File: src/rtl/rr_engine_arbiter.sv
// rtl/rr_engine_arbiter.sv - round-robin arbiter sharing one start/ready engine among NREQ requesters
// Optional concurrent assertions are compiled in with `define RR_ARB_ASSERT_EN.
module rr_engine_arbiter #(
    parameter int NREQ    = 4,
    parameter int DW      = 4,
    parameter int TIMEOUT = 15
) (
    input  logic                     clk,
    input  logic                     rst,
    input  logic [NREQ-1:0]          req,
    input  logic [NREQ*DW-1:0]       req_data,
    output logic [NREQ-1:0]          gnt,
    output logic [NREQ-1:0]          done,
    output logic                     eng_start,
    output logic [DW-1:0]            eng_data,
    input  logic                     eng_busy,
    input  logic                     eng_ready,
    output logic                     timeout_err,
    output logic [$clog2(NREQ)-1:0]  active_id
);

    localparam int IW = $clog2(NREQ);
    localparam int CW = $clog2(TIMEOUT);

    typedef enum logic [1:0] {IDLE, START, RUN, DONE} state_t;

    state_t          state;
    logic [IW-1:0]   ptr;
    logic [CW-1:0]   cnt;
    logic [DW-1:0]   slot [NREQ];
    logic [IW-1:0]   win;
    logic            found;
    logic [IW:0]     pos;
    logic [IW-1:0]   nxt;

    for (genvar g = 0; g < NREQ; g++) begin : g_slot
        assign slot[g] = req_data[g*DW +: DW];
    end

    // First set request at or after ptr, wrapping modulo NREQ.
    always_comb begin
        win   = '0;
        found = 1'b0;
        pos   = '0;
        for (int k = 0; k < NREQ; k++) begin
            pos = {1'b0, ptr} + (IW+1)'(k);
            if (pos >= (IW+1)'(NREQ)) pos = pos - (IW+1)'(NREQ);
            if (!found && req[pos[IW-1:0]]) begin
                found = 1'b1;
                win   = pos[IW-1:0];
            end
        end
    end

    assign nxt = (active_id == IW'(NREQ-1)) ? '0 : active_id + 1'b1;

    always_ff @(posedge clk or negedge rst) begin
        if (!rst) begin
            state       <= IDLE;
            ptr         <= '0;
            cnt         <= '0;
            gnt         <= '0;
            done        <= '0;
            eng_start   <= 1'b0;
            eng_data    <= '0;
            timeout_err <= 1'b0;
            active_id   <= '0;
        end else begin
            case (state)
                IDLE: begin
                    done        <= '0;
                    timeout_err <= 1'b0;
                    gnt         <= '0;
                    if (found) begin
                        active_id <= win;
                        eng_data  <= slot[win];
                        gnt       <= NREQ'(1) << win;
                        eng_start <= 1'b1;
                        state     <= START;
                    end
                end
                START: begin
                    eng_start <= 1'b0;
                    cnt       <= '0;
                    state     <= RUN;
                end
                RUN: begin
                    // A ready arriving on the last allowed cycle still completes normally.
                    if (eng_ready) begin
                        done  <= NREQ'(1) << active_id;
                        state <= DONE;
                    end else if (cnt == CW'(TIMEOUT-1)) begin
                        timeout_err <= 1'b1;
                        gnt         <= '0;
                        ptr         <= nxt;
                        state       <= IDLE;
                    end else begin
                        cnt <= cnt + 1'b1;
                    end
                end
                DONE: begin
                    done  <= '0;
                    gnt   <= '0;
                    ptr   <= nxt;
                    state <= IDLE;
                end
                default: state <= IDLE;
            endcase
        end
    end

`ifdef RR_ARB_ASSERT_EN
    a_gnt_onehot: assert property (@(posedge clk) disable iff (!rst) $onehot0(gnt))
        else $error("a_gnt_onehot");
    a_done_onehot: assert property (@(posedge clk) disable iff (!rst) $onehot0(done))
        else $error("a_done_onehot");
    a_done_gnt: assert property (@(posedge clk) disable iff (!rst) (|done) |-> gnt == done)
        else $error("a_done_gnt");
    a_start_busy: assert property (@(posedge clk) disable iff (!rst) eng_start |=> ##[0:2] eng_busy)
        else $error("a_start_busy");
    a_start_pulse: assert property (@(posedge clk) disable iff (!rst) eng_start |=> !eng_start)
        else $error("a_start_pulse");
    a_timeout_no_done: assert property (@(posedge clk) disable iff (!rst) timeout_err |-> done == '0)
        else $error("a_timeout_no_done");
    for (genvar i = 0; i < NREQ; i++) begin : g_fair
        a_fair: assert property (@(posedge clk) disable iff (!rst)
            req[i] && !gnt[i] && (state == IDLE) && (ptr == IW'(i)) |=> gnt[i])
            else $error("a_fair");
    end
`else
    logic unused_busy;
    assign unused_busy = eng_busy;
`endif

endmodule
File: config.mk
export PLATFORM = sky130hd
export DESIGN_NAME = rr_engine_arbiter
export DESIGN_NICKNAME = d
export VERILOG_FILES = /design/src/rtl/rr_engine_arbiter.sv
export SDC_FILE = /design/constraint.sdc
export NUM_CORES = 1
export LEC_CHECK = 0
export ABC_AREA = 1
export CELL_PAD_IN_SITES_DETAIL_PLACEMENT = 1
export CELL_PAD_IN_SITES_GLOBAL_PLACEMENT = 1
export CORE_MARGIN = 3
export CORE_UTILIZATION = 38
export CTS_BUF_LIST = sky130_fd_sc_hd__clkbuf_2 sky130_fd_sc_hd__clkbuf_4 sky130_fd_sc_hd__clkbuf_8
export DETAILED_ROUTE_END_ITERATION = 6
export GPL_ROUTABILITY_DRIVEN = 0
export MAX_ROUTING_LAYER = met4
export PLACE_DENSITY = 0.85
export SETUP_SLACK_MARGIN = 0.02
export SYNTH_ARGS = -nofsm -noshare
export SYNTH_HDL_FRONTEND = slang
export SYNTH_SLANG_ARGS = --single-unit
File: constraint.sdc
create_clock -name clk -period 2.54 [get_ports clk]
set_input_delay 0.254 -clock clk [delete_from_list [all_inputs] [get_ports clk]]
set_output_delay 0.254 -clock clk [all_outputs]
set_load 0.01 [all_outputs]
==> run metrics, run 1 <==
status=completed; critical path's largest stage delay=between 0.5 and 0.6 ns; FF-to-FF End=eng_data[1]$_DFFE_PN0P_; Met1 Wirelength=1730 um; YS warnings=0; total CTS buffers=3; Cell Area, Synth=~0.0018 mm2; Syn Nets=roughly 260; Worst EP required=2.75 ns; CTS Buffer Depth=2; most frequent CP cell=nand2_1; Fin Clk Skew=0.00133 ns; CTS root buffer=clkbuf_8; Initial Util=39.8%; Arr. time, crit path=2.38 ns; Via density=between 5 and 6; slowest stage cell, crit path=dfrtp_1; Final TNS setup=0 ns; Skew-Pair Late Insertion Delay=0.27 ns; RSZ-0062 raised after global routing=false; reg2reg start=ptr[0]$_DFFE_PN0P_; die area=0.00547 mm2; Routed WL=4130 um; FP Rows=24; fin crit share=85.5%; H-tree depth=1; Post-Layout Cell Count=roughly 320; nets@finish=300; area of the multi-input gates=around 0.0010 mm2; Simple-Gate Fraction of Synth Area=approximately two fifths; Yosys cell types=27; dpl hpwl=around 3400 um; syn_area_per_cell=roughly 7.8 um2; static leakage=1.13 nW; post_cts resized=0; post-CTS setup buffer count=0; drt wl/cell=roughly 13 um; port bufs=38; DRC violations left=0; CTS sink cnt=24; Synth Area in XOR/XNOR=0%; Max Cap Viol=0; largest net degree at the start of global routing=25; Final Hold Viols=0; FF+latch count, synth=24; mux cell area share after synthesis=0%; initial antenna violation count=0; post-route minimum period=2.17 ns; Worst-path clk slew=0.08 ns; CTS tree=done; Worst Hold Class=input pin to asynchronous set/reset pin; Diodes inserted=0; Final Slew Violations=0; Pwr Density=1270 mW/mm2; Compound-Gate Fraction of Synth Area=7.56%; Reg area=601 um2; flop-to-flop setup slack=0.37 ns; Worst-Margin Slew=0.384 ns; share of cells above drive strength 1=between 10% and 20%; Slew HR=74.4%; first drt pass iteration count=4; worst reg2reg path depth=12; startpoint type of the worst setup path=register; largest family of logic cells by synthesized area=simple AND/OR/NAND/NOR gates; vias in the first global route=between 1500 and 2000; Iter 0 DRT Violations=66; Most used DFF post-synth=dfrtp_1; synthesized instance count=224; core area=0.00441 mm2; met2 routed WL=between 2000 and 2500 um; Die Height=roughly 74 um; critical-path maximum fanout=12; adder-cell area share of the yosys netlist=under 10%; via count=between 1500 and 2000; GRT Util Overall=around 17%; commonest cells after routing, fill and taps aside=nand2_1 (75), clkdlybuf4s50_1 (38), dfrtp_1 (24); Crit. End Element=register; commonest non-fill, non-tap cell in the layout=nand2_1; number of flops mapped to enable cells by yosys=0; FFs w/ async S/R, synth=100%; Cell Chain, Critical Path=buf_4 > nand2_1 > nand2_1 > o21ai_2 > nand3_2 > nand3_4 > nand2_2 > nand2_1 > nand2_1 > nand2_1 > nand2_1 > nand2_1; die width=about 74 um; sequential element share of the synthesized area=34.2%; final core occ=50.4%; crit path kind=register to register; Filler Cell Count=between 500 and 600; Max Clk Rate=461 MHz; maximum VDD drop=813 uV; final setup violation count=0; routed wl met3=140 um; hold_buf cts=0; IO Pins=40; placed cell count=312; Antenna Nets Post-Route=0; Area Growth Syn to Fin=26.7%; total grt overflow=0; first-pass GRT wire length=7360 um; top sig layer=met4
## worst max-delay path by stage
stage	startpoint	to	slack, ns
floorplan	state[0]$_DFFE_PN0P_	gnt[0]$_DFFE_PN0P_	0.78
global placement	req[3]	eng_data[0]$_DFFE_PN0P_	0.39
detailed placement	req[3]	eng_data[1]$_DFFE_PN0P_	0.33
CTS	ptr[0]$_DFFE_PN0P_	eng_data[1]$_DFFE_PN0P_	0.36
global route	ptr[0]$_DFFE_PN0P_	eng_data[3]$_DFFE_PN0P_	0.18
finish	ptr[0]$_DFFE_PN0P_	eng_data[1]$_DFFE_PN0P_	0.37
## logic make-up (layout without fill, tap and decap cells)
logic type                 after synthesis  after routing
adders and majority gates               11             11
and+or+nand+nor                        140            140
buffers and inverters                   29             69
AOI/OAI and AO/OA                       20             20
DFF                                     24             24
## state kept, by name, summed over array words and instances, names as in the netlist
register / cells
active_id: 2
cnt: 4
done: 4
eng_data: 4
eng_start: 1
gnt: 4
ptr: 2
state: 2
timeout_err: 1
## routing by layer
metal / up-vias / GRT usage (%)
li1: 807 / -
met1: 755 / 19.5
met2: 30 / 32.4
met3: 7 / 1.35
met4: 0 / 4.83
met5: - / -
## cells in the mapped netlist (2+ instances only)
| master | n | area share, % |
|---|---|---|
| nand3_2 | 4 | 2.3 |
| nor2_1 | 2 | 0.43 |
| o31ai_2 | 3 | 2.1 |
| nand3_4 | 2 | 2.0 |
| dfrtp_1 | 24 | 34 |
| inv_2 | 6 | 1.3 |
| nand2_4 | 7 | 4.5 |
| o31ai_1 | 2 | 0.86 |
| nand2_2 | 16 | 5.7 |
| inv_1 | 18 | 3.8 |
| nor3_1 | 3 | 0.86 |
| nand4_1 | 10 | 3.6 |
| buf_6 | 2 | 1.3 |
| nand3_1 | 18 | 5.1 |
| nand2_1 | 75 | 16 |
| a21oi_1 | 5 | 1.4 |
| ha_1 | 11 | 7.8 |
| o21ai_0 | 7 | 2.0 |
## power by group
| group | switching [mW] | internal, mW |
|---|---|---|
| logic | 1.21 | 0.706 |
| clock network | 0.119 | 0.138 |
| registers | 0.129 | 0.523 |
| total | 1.46 | 1.37 |
## metrics by stage
step	cell area, um2	power [mW]	setup WS [ns]	hold WS, ns
after global routing	2220	3.12	0.182	0.372
after floorplan	1760	2.14	0.776	-0.0416
final	2220	2.83	0.369	0.337
after global placement	2170	2.50	0.395	0.466
after detailed placement	2170	2.59	0.327	0.466
after CTS	2220	2.86	0.362	0.356
## layout make-up
cell class	count	share of cell area [%]
Inverter	25	4.56
Clock buffer	4	2.47
Tap cell	52	2.92
Timing Repair Buffer	40	17.8
Sequential cell	24	27.0
Multi-Input combinational cell	171	45.3
## critical path: cells and delay by family (launching register included)
family                 cells  cell delay [ns]
buffers and inverters      1             0.22
flip-flops                 1             0.52
AO/OA/AOI/OAI              1             0.24
AND/OR/NAND/NOR           10             1.12
No activity file was read; power rests on OpenSTA's default activity.
==> run 2: changes to the inputs <==
==> config.mk (replaced) <==
export PLATFORM = sky130hd
export DESIGN_NAME = rr_engine_arbiter
export DESIGN_NICKNAME = d
export VERILOG_FILES = /design/src/rtl/rr_engine_arbiter.sv
export SDC_FILE = /design/constraint.sdc
export NUM_CORES = 1
export LEC_CHECK = 0
export ABC_AREA = 1
export CORE_MARGIN = 3
export CORE_UTILIZATION = 47
export CTS_BUF_LIST = sky130_fd_sc_hd__clkbuf_2 sky130_fd_sc_hd__clkbuf_4 sky130_fd_sc_hd__clkbuf_8
export DETAILED_ROUTE_END_ITERATION = 6
export GPL_ROUTABILITY_DRIVEN = 0
export PLACE_DENSITY = 0.81
export SETUP_SLACK_MARGIN = 0.02
export SYNTH_ARGS = -nofsm -noshare
export SYNTH_HDL_FRONTEND = slang
export SYNTH_SLANG_ARGS = --single-unit
==> constraint.sdc (replaced) <==
create_clock -name clk -period 1.85 [get_ports clk]
set_input_delay 0.185 -clock clk [delete_from_list [all_inputs] [get_ports clk]]
set_output_delay 0.185 -clock clk [all_outputs]
set_load 0.01 [all_outputs]
==> run metrics, run 2 (synthesis results as in run 1) <==
Initial Util=50.6% (was 39.8%); Flop pwr share=19.3% (was 23.0%); first-pass GRT wire length=6160 um (was 7360 um); critical-path maximum fanout=10 (was 12); IO Pins=40 (unchanged); Iter 0 DRT Violations=116 (was 66); status=completed (unchanged); DRC violations left=0 (unchanged); dpl hpwl=2940 um (was 3440 um); CTS root buffer=clkbuf_8 (unchanged); total CTS buffers=3 (unchanged); CTS Buffer Depth=2 (unchanged); final core occ=71.5% (was 50.4%); vias in the first global route=1431 (was 1707); post-route setup slack=0.0521 ns (was 0.369 ns); Pwr Density=1850 mW/mm2 (was 1270 mW/mm2); Final Hold Viols=0 (unchanged); drt wl/cell=12.6 um (was 13.1 um); worst reg2reg path depth=14 (was 12); die width=67.1 um (was 74.0 um); FP Rows=21 (was 24); Worst Hold Class=input pin to asynchronous set/reset pin (unchanged); total grt overflow=0 (unchanged); critical path's largest stage delay=0.43 ns (was 0.52 ns); Die Height=67.1 um (was 74.0 um); CTS tree=done (unchanged); Skew-Pair Late Insertion Delay=0.27 ns (about the same); startpoint type of the worst setup path=register (unchanged); sw power=2.22 mW (was 1.46 mW); Final TNS setup=0 ns (unchanged); GRT Util Overall=17.6% (was 17.3%); Via density=5.11 (was 5.06); slowest stage cell, crit path=dfrtp_2 (was dfrtp_1); Fin Clk Skew=0.00470 ns (was 0.00133 ns); Crit. End Element=register (unchanged); reg2reg start=ptr[0]$_DFFE_PN0P_ (unchanged); Worst EP required=2.01 ns (was 2.75 ns); worst hold margin=0.260 ns (was 0.337 ns); Worst-path clk slew=0.08 ns (about the same); Comb power frac=73.0% (was 67.9%); Slew HR=80.0% (was 74.4%); most frequent CP cell=nand2_1 (unchanged); maximum VDD drop=865 uV (was 813 uV); Final Slew Violations=0 (unchanged); first drt pass iteration count=5 (was 4); Diodes inserted=0 (unchanged); largest net degree at the start of global routing=25 (unchanged); clock network fraction of total power=7.7% (was 9.1%); Arr. time, crit path=1.96 ns (was 2.38 ns); port bufs=38 (unchanged); via count=1693 (was 1599); share of cells above drive strength 1=29.5% (was 18.2%); RSZ-0062 raised after global routing=true (was false); Max Clk Rate=556 MHz (was 461 MHz); commonest cells after routing, fill and taps aside=nand2_1 (68), clkdlybuf4s50_1 (38), nand2_2 (22) (was nand2_1 (75), clkdlybuf4s50_1 (38), dfrtp_1 (24)); pre-CTS WS=-0.0958 ns (was 0.327 ns); nets@finish=321 (was 300); Cell Chain, Critical Path=buf_12 > inv_8 > nand2_2 > nand2_4 > nand2_2 > o21ai_4 > nand3_4 > clkbuf_16 > nand4_1 > nand2_1 > nand2_1 > nand2_1 > nand2_1 > nand2_1 (was buf_4 > nand2_1 > nand2_1 > o21ai_2 > nand3_2 > nand3_4 > nand2_2 > nand2_1 > nand2_1 > nand2_1 > nand2_1 > nand2_1); Antenna Nets Post-Route=0 (unchanged); core area=0.00347 mm2 (was 0.00441 mm2); CTS sink cnt=24 (unchanged); static leakage=1.25 nW (was 1.13 nW); die area=0.00450 mm2 (was 0.00547 mm2); fin crit share=97.2% (was 85.5%); Area Growth Syn to Fin=41.3% (was 26.7%); final setup violation count=0 (unchanged); Worst-Margin Slew=0.300 ns (was 0.384 ns); H-tree depth=1 (unchanged); FF-to-FF End=eng_data[3]$_DFFE_PN0P_ (was eng_data[1]$_DFFE_PN0P_); flop-to-flop setup slack=0.05 ns (was 0.37 ns); initial antenna violation count=0 (unchanged); crit path kind=register to register (unchanged); post-route minimum period=1.80 ns (was 2.17 ns); Sw Ratio=48.2% (was 51.7%); Routed WL=4170 um (was 4130 um); Int Power=2.38 mW (was 1.37 mW); Max Cap Viol=0 (unchanged); commonest non-fill, non-tap cell in the layout=nand2_1 (unchanged)
==> run 2: metal layers <==
layer / global-route usage [%] / vias to the layer above / wire [um]
li1: - / 853 / -
met1: 22.4 / 791 / 1810
met2: 30.4 / 42 / 2130
met3: 2.36 / 7 / 152
met4: 6.08 / 0 / 73
met5: 0 / - / 0
==> run 2: worst max-delay path by stage <==
stage / start / end / cells past startpoint
6_report: ptr[0]$_DFFE_PN0P_ / eng_data[3]$_DFFE_PN0P_ / 14
5_1_grt: ptr[0]$_DFFE_PN0P_ / eng_data[3]$_DFFE_PN0P_ / 14
3_5_place_dp: req[3] / gnt[0]$_DFFE_PN0P_ / 10
4_1_cts: ptr[0]$_DFFE_PN0P_ / gnt[0]$_DFFE_PN0P_ / 9
3_3_place_gp: ptr[0]$_DFFE_PN0P_ / eng_data[3]$_DFFE_PN0P_ / 12
2_1_floorplan: state[0]$_DFFE_PN0P_ / gnt[0]$_DFFE_PN0P_ / 7
==> run 2: cell type report <==
type                            instances  area (um2)
Tap cell                               46        57.6
Clock buffer                            4        55.1
Sequential cell                        24         604
Multi-Input combinational cell        172        1070
Timing Repair Buffer                   60         591
Fill cell                             295         987
Inverter                               25         106
==> run 2: what timing repair did <==
item / in CTS / in global routing
gates cloned: 0 / 2
gates resized for setup: 1 / 26
buffers inserted: 0 / 5
hold buffers: 0 / 0
setup endpoints to repair: 11 / 13
pin swaps: 0 / 7
==> run 2: critical path: cells and delay by family, from the launching register on <==
family / cells / cell delay, ns
compound gates: 1 / 0.08
flops: 1 / 0.43
simple gates: 10 / 0.76
buf+inv: 3 / 0.42
==> run 2: power groups by stage <==
stage	Sequential, mW	Clock, mW	Combinational [mW]
2_1_floorplan	0.899	0	2.04
3_3_place_gp	0.899	0	2.80
3_5_place_dp	0.907	0	2.87
4_1_cts	0.900	0.359	2.89
5_1_grt	0.909	0.375	3.70
6_report	0.886	0.354	3.36
==> run 2: through the flow <==
stage,std cells,cell area (um2),power (mW)
after floorplan,224,1760,2.94
after global placement,320,2270,3.70
after detailed placement,320,2270,3.78
after CTS,324,2320,4.15
after global routing,331,2480,4.98
final,331,2480,4.60
==> run 3: changes to the inputs <==
--- a/config.mk
+++ b/config.mk
@@ -6,6 +6,7 @@
 export NUM_CORES = 1
 export LEC_CHECK = 0
 export ABC_AREA = 1
+export CORE_ASPECT_RATIO = 0.8
 export CORE_MARGIN = 3
 export CORE_UTILIZATION = 47
 export CTS_BUF_LIST = sky130_fd_sc_hd__clkbuf_2 sky130_fd_sc_hd__clkbuf_4 sky130_fd_sc_hd__clkbuf_8
==> run metrics, run 3 (synthesis results as in run 1) <==
startpoint type of the worst setup path=register (unchanged); Max Clk Rate=552 MHz (was 556 MHz); CTS tree=done (unchanged); post-route minimum period=1.81 ns (was 1.80 ns); total grt overflow=0 (unchanged); Fin Clk Skew=0.00287 ns (was 0.00470 ns); first drt pass iteration count=4 (was 5); Final Slew Violations=0 (unchanged); commonest cells after routing, fill and taps aside=nand2_1 (71), clkdlybuf4s50_1 (38), dfrtp_1 (23) (was nand2_1 (68), clkdlybuf4s50_1 (38), nand2_2 (22)); largest net degree at the start of global routing=25 (unchanged); Initial Util=49.9% (was 50.6%); via count=1694 (was 1693); Antenna Nets Post-Route=0 (unchanged); vias in the first global route=1538 (was 1431); Worst EP required=2.04 ns (was 2.01 ns); die width=74.3 um (was 67.1 um); fin crit share=97.9% (was 97.2%); share of cells above drive strength 1=27.1% (was 29.5%); Die Height=60.7 um (was 67.1 um); Via density=5.20 (was 5.11); Post-Layout Cell Count=326 (was 331); crit path kind=register to register (unchanged); core area=0.00352 mm2 (was 0.00347 mm2); GRT Util Overall=18.2% (was 17.6%); Iter 0 DRT Violations=63 (was 116); final setup violation count=0 (unchanged); status=completed (unchanged); Routed WL=3940 um (was 4170 um); Arr. time, crit path=2.00 ns (was 1.96 ns); Cell Chain, Critical Path=buf_12 > inv_8 > nand2_1 > nand3_2 > nand2_2 > inv_2 > nand2_4 > nand2_4 > nand3_2 > buf_4 > o31ai_2 (was buf_12 > inv_8 > nand2_2 > nand2_4 > nand2_2 > o21ai_4 > nand3_4 > clkbuf_16 > nand4_1 > nand2_1 > nand2_1 > nand2_1 > nand2_1 > nand2_1); IO Pins=40 (unchanged); Pwr Density=1870 mW/mm2 (was 1850 mW/mm2); Worst-Margin Slew=0.298 ns (was 0.300 ns); Diodes inserted=0 (unchanged); Crit path max-delay family=simple AND/OR/NAND/NOR gates (unchanged); Worst Path Buf+Inv=4 (was 3); commonest non-fill, non-tap cell in the layout=nand2_1 (unchanged); RSZ-0062 raised after global routing=true (unchanged); initial antenna violation count=0 (unchanged); slowest stage cell, crit path=dfrtp_1 (was dfrtp_2); total CTS buffers=3 (unchanged); CTS Buffer Depth=2 (unchanged); FP Rows=19 (was 21); Crit. End Element=register (unchanged); Worst-path clk slew=0.09 ns (was 0.08 ns); Finished Cell Area=0.00244 mm2 (was 0.00248 mm2); port bufs=38 (unchanged); placed cell count=314 (was 320); Max Cap Viol=0 (unchanged); H-tree depth=1 (unchanged); nets@finish=320 (was 321); Area Growth Syn to Fin=38.9% (was 41.3%); critical-path maximum fanout=10 (unchanged); DRC violations left=0 (unchanged); die area=0.00451 mm2 (was 0.00450 mm2); CTS sink cnt=24 (unchanged); maximum VDD drop=1110 uV (was 865 uV); Worst Hold Class=input pin to asynchronous set/reset pin (unchanged); CTS root buffer=clkbuf_8 (unchanged); Slew HR=80.1% (was 80.0%); drt wl/cell=12.1 um (was 12.6 um); critical path's largest stage delay=0.41 ns (was 0.43 ns); dpl hpwl=2990 um (was 2940 um); static leakage=1.24 nW (was 1.25 nW); first-pass GRT wire length=6420 um (was 6160 um); Final Hold Viols=0 (unchanged); Placed Area=0.00226 mm2 (was 0.00227 mm2); Skew-Pair Late Insertion Delay=0.27 ns (about the same)
run 3: cell count changes in the layout (fill, tap and decap cells not counted), sizes merged:
| cell | before | now |
|---|---|---|
| bufinv | 0 | 1 |
| clkbuf | 5 | 3 |
run 3: what timing repair did:
action	4_1_cts	5_1_grt
gates resized for setup	0	13
setup endpoints to repair	0	14
hold buffers	0	0
buffers inserted	0	7
run 3: path summary, 6_finish.rpt:
path	from	to	slack, ns	depth (start not counted)
setup reg to reg	ptr[0]$_DFFE_PN0P_	gnt[1]$_DFFE_PN0P_	0.04	11
setup / recovery	ptr[0]$_DFFE_PN0P_	gnt[1]$_DFFE_PN0P_	0.04	11
min in group clk	eng_data[2]$_DFFE_PN0P_	eng_data[2]$_DFFE_PN0P_	0.48	2
max in group asynchronous	rst	ptr[1]$_DFFE_PN0P_	1.34	2
hold / removal	rst	timeout_err$_DFFE_PN0P_	0.25	2
hold reg to reg	eng_data[2]$_DFFE_PN0P_	eng_data[2]$_DFFE_PN0P_	0.48	2
run 3: report_power, final:
| part | total (mW) | leakage, nW | internal, mW | switching [mW] |
|---|---|---|---|---|
| sequential | 0.870 | 0.312 | 0.720 | 0.150 |
| clock | 0.466 | 0.0357 | 0.290 | 0.176 |
| combinational | 3.23 | 0.890 | 1.38 | 1.85 |
run 3: layout make-up:
| type | instances | area (um2) |
|---|---|---|
| Fill cell | 280 | 1080 |
| Multi-Input combinational cell | 172 | 1060 |
| Sequential cell | 24 | 602 |
| Timing Repair Buffer | 59 | 554 |
| Inverter | 25 | 101 |
| Tap cell | 42 | 52.6 |
| Clock buffer | 3 | 41.3 |
| Clock inverter | 1 | 30.0 |
run 3: worst reg2reg max path: cells and delay by family (launching register included):
family	cells	cell delay [ns]
buf+inv	4	0.56
simple gates	6	0.56
compound gates	1	0.19
flops	1	0.41
run 3: through the flow:
stage	power (mW)	TNS (ns)	hold slack (ns)	util (%)	setup slack (ns)
6_report	4.56	0	0.253	69.3	0.0386
5_1_grt	4.99	-0.666	0.277	69.3	-0.111
4_1_cts	4.22	0	0.269	66.3	0.0565
3_5_place_dp	3.75	-0.139	0.466	64.2	-0.0517
3_3_place_gp	3.66	-0.0342	0.462	64.2	-0.0233
2_1_floorplan	2.94	0	-0.111	-	0.0862
run 3: layer usage:
layer	GRT usage, %	wire length (um)	part of all wire, %	up-vias
met3	2.32	211	5.4	7
met2	31.3	1860	47	51
met1	23.7	1810	46	786
met5	0	0	0	-
li1	-	-	-	850
met4	6.60	58	1.5	0
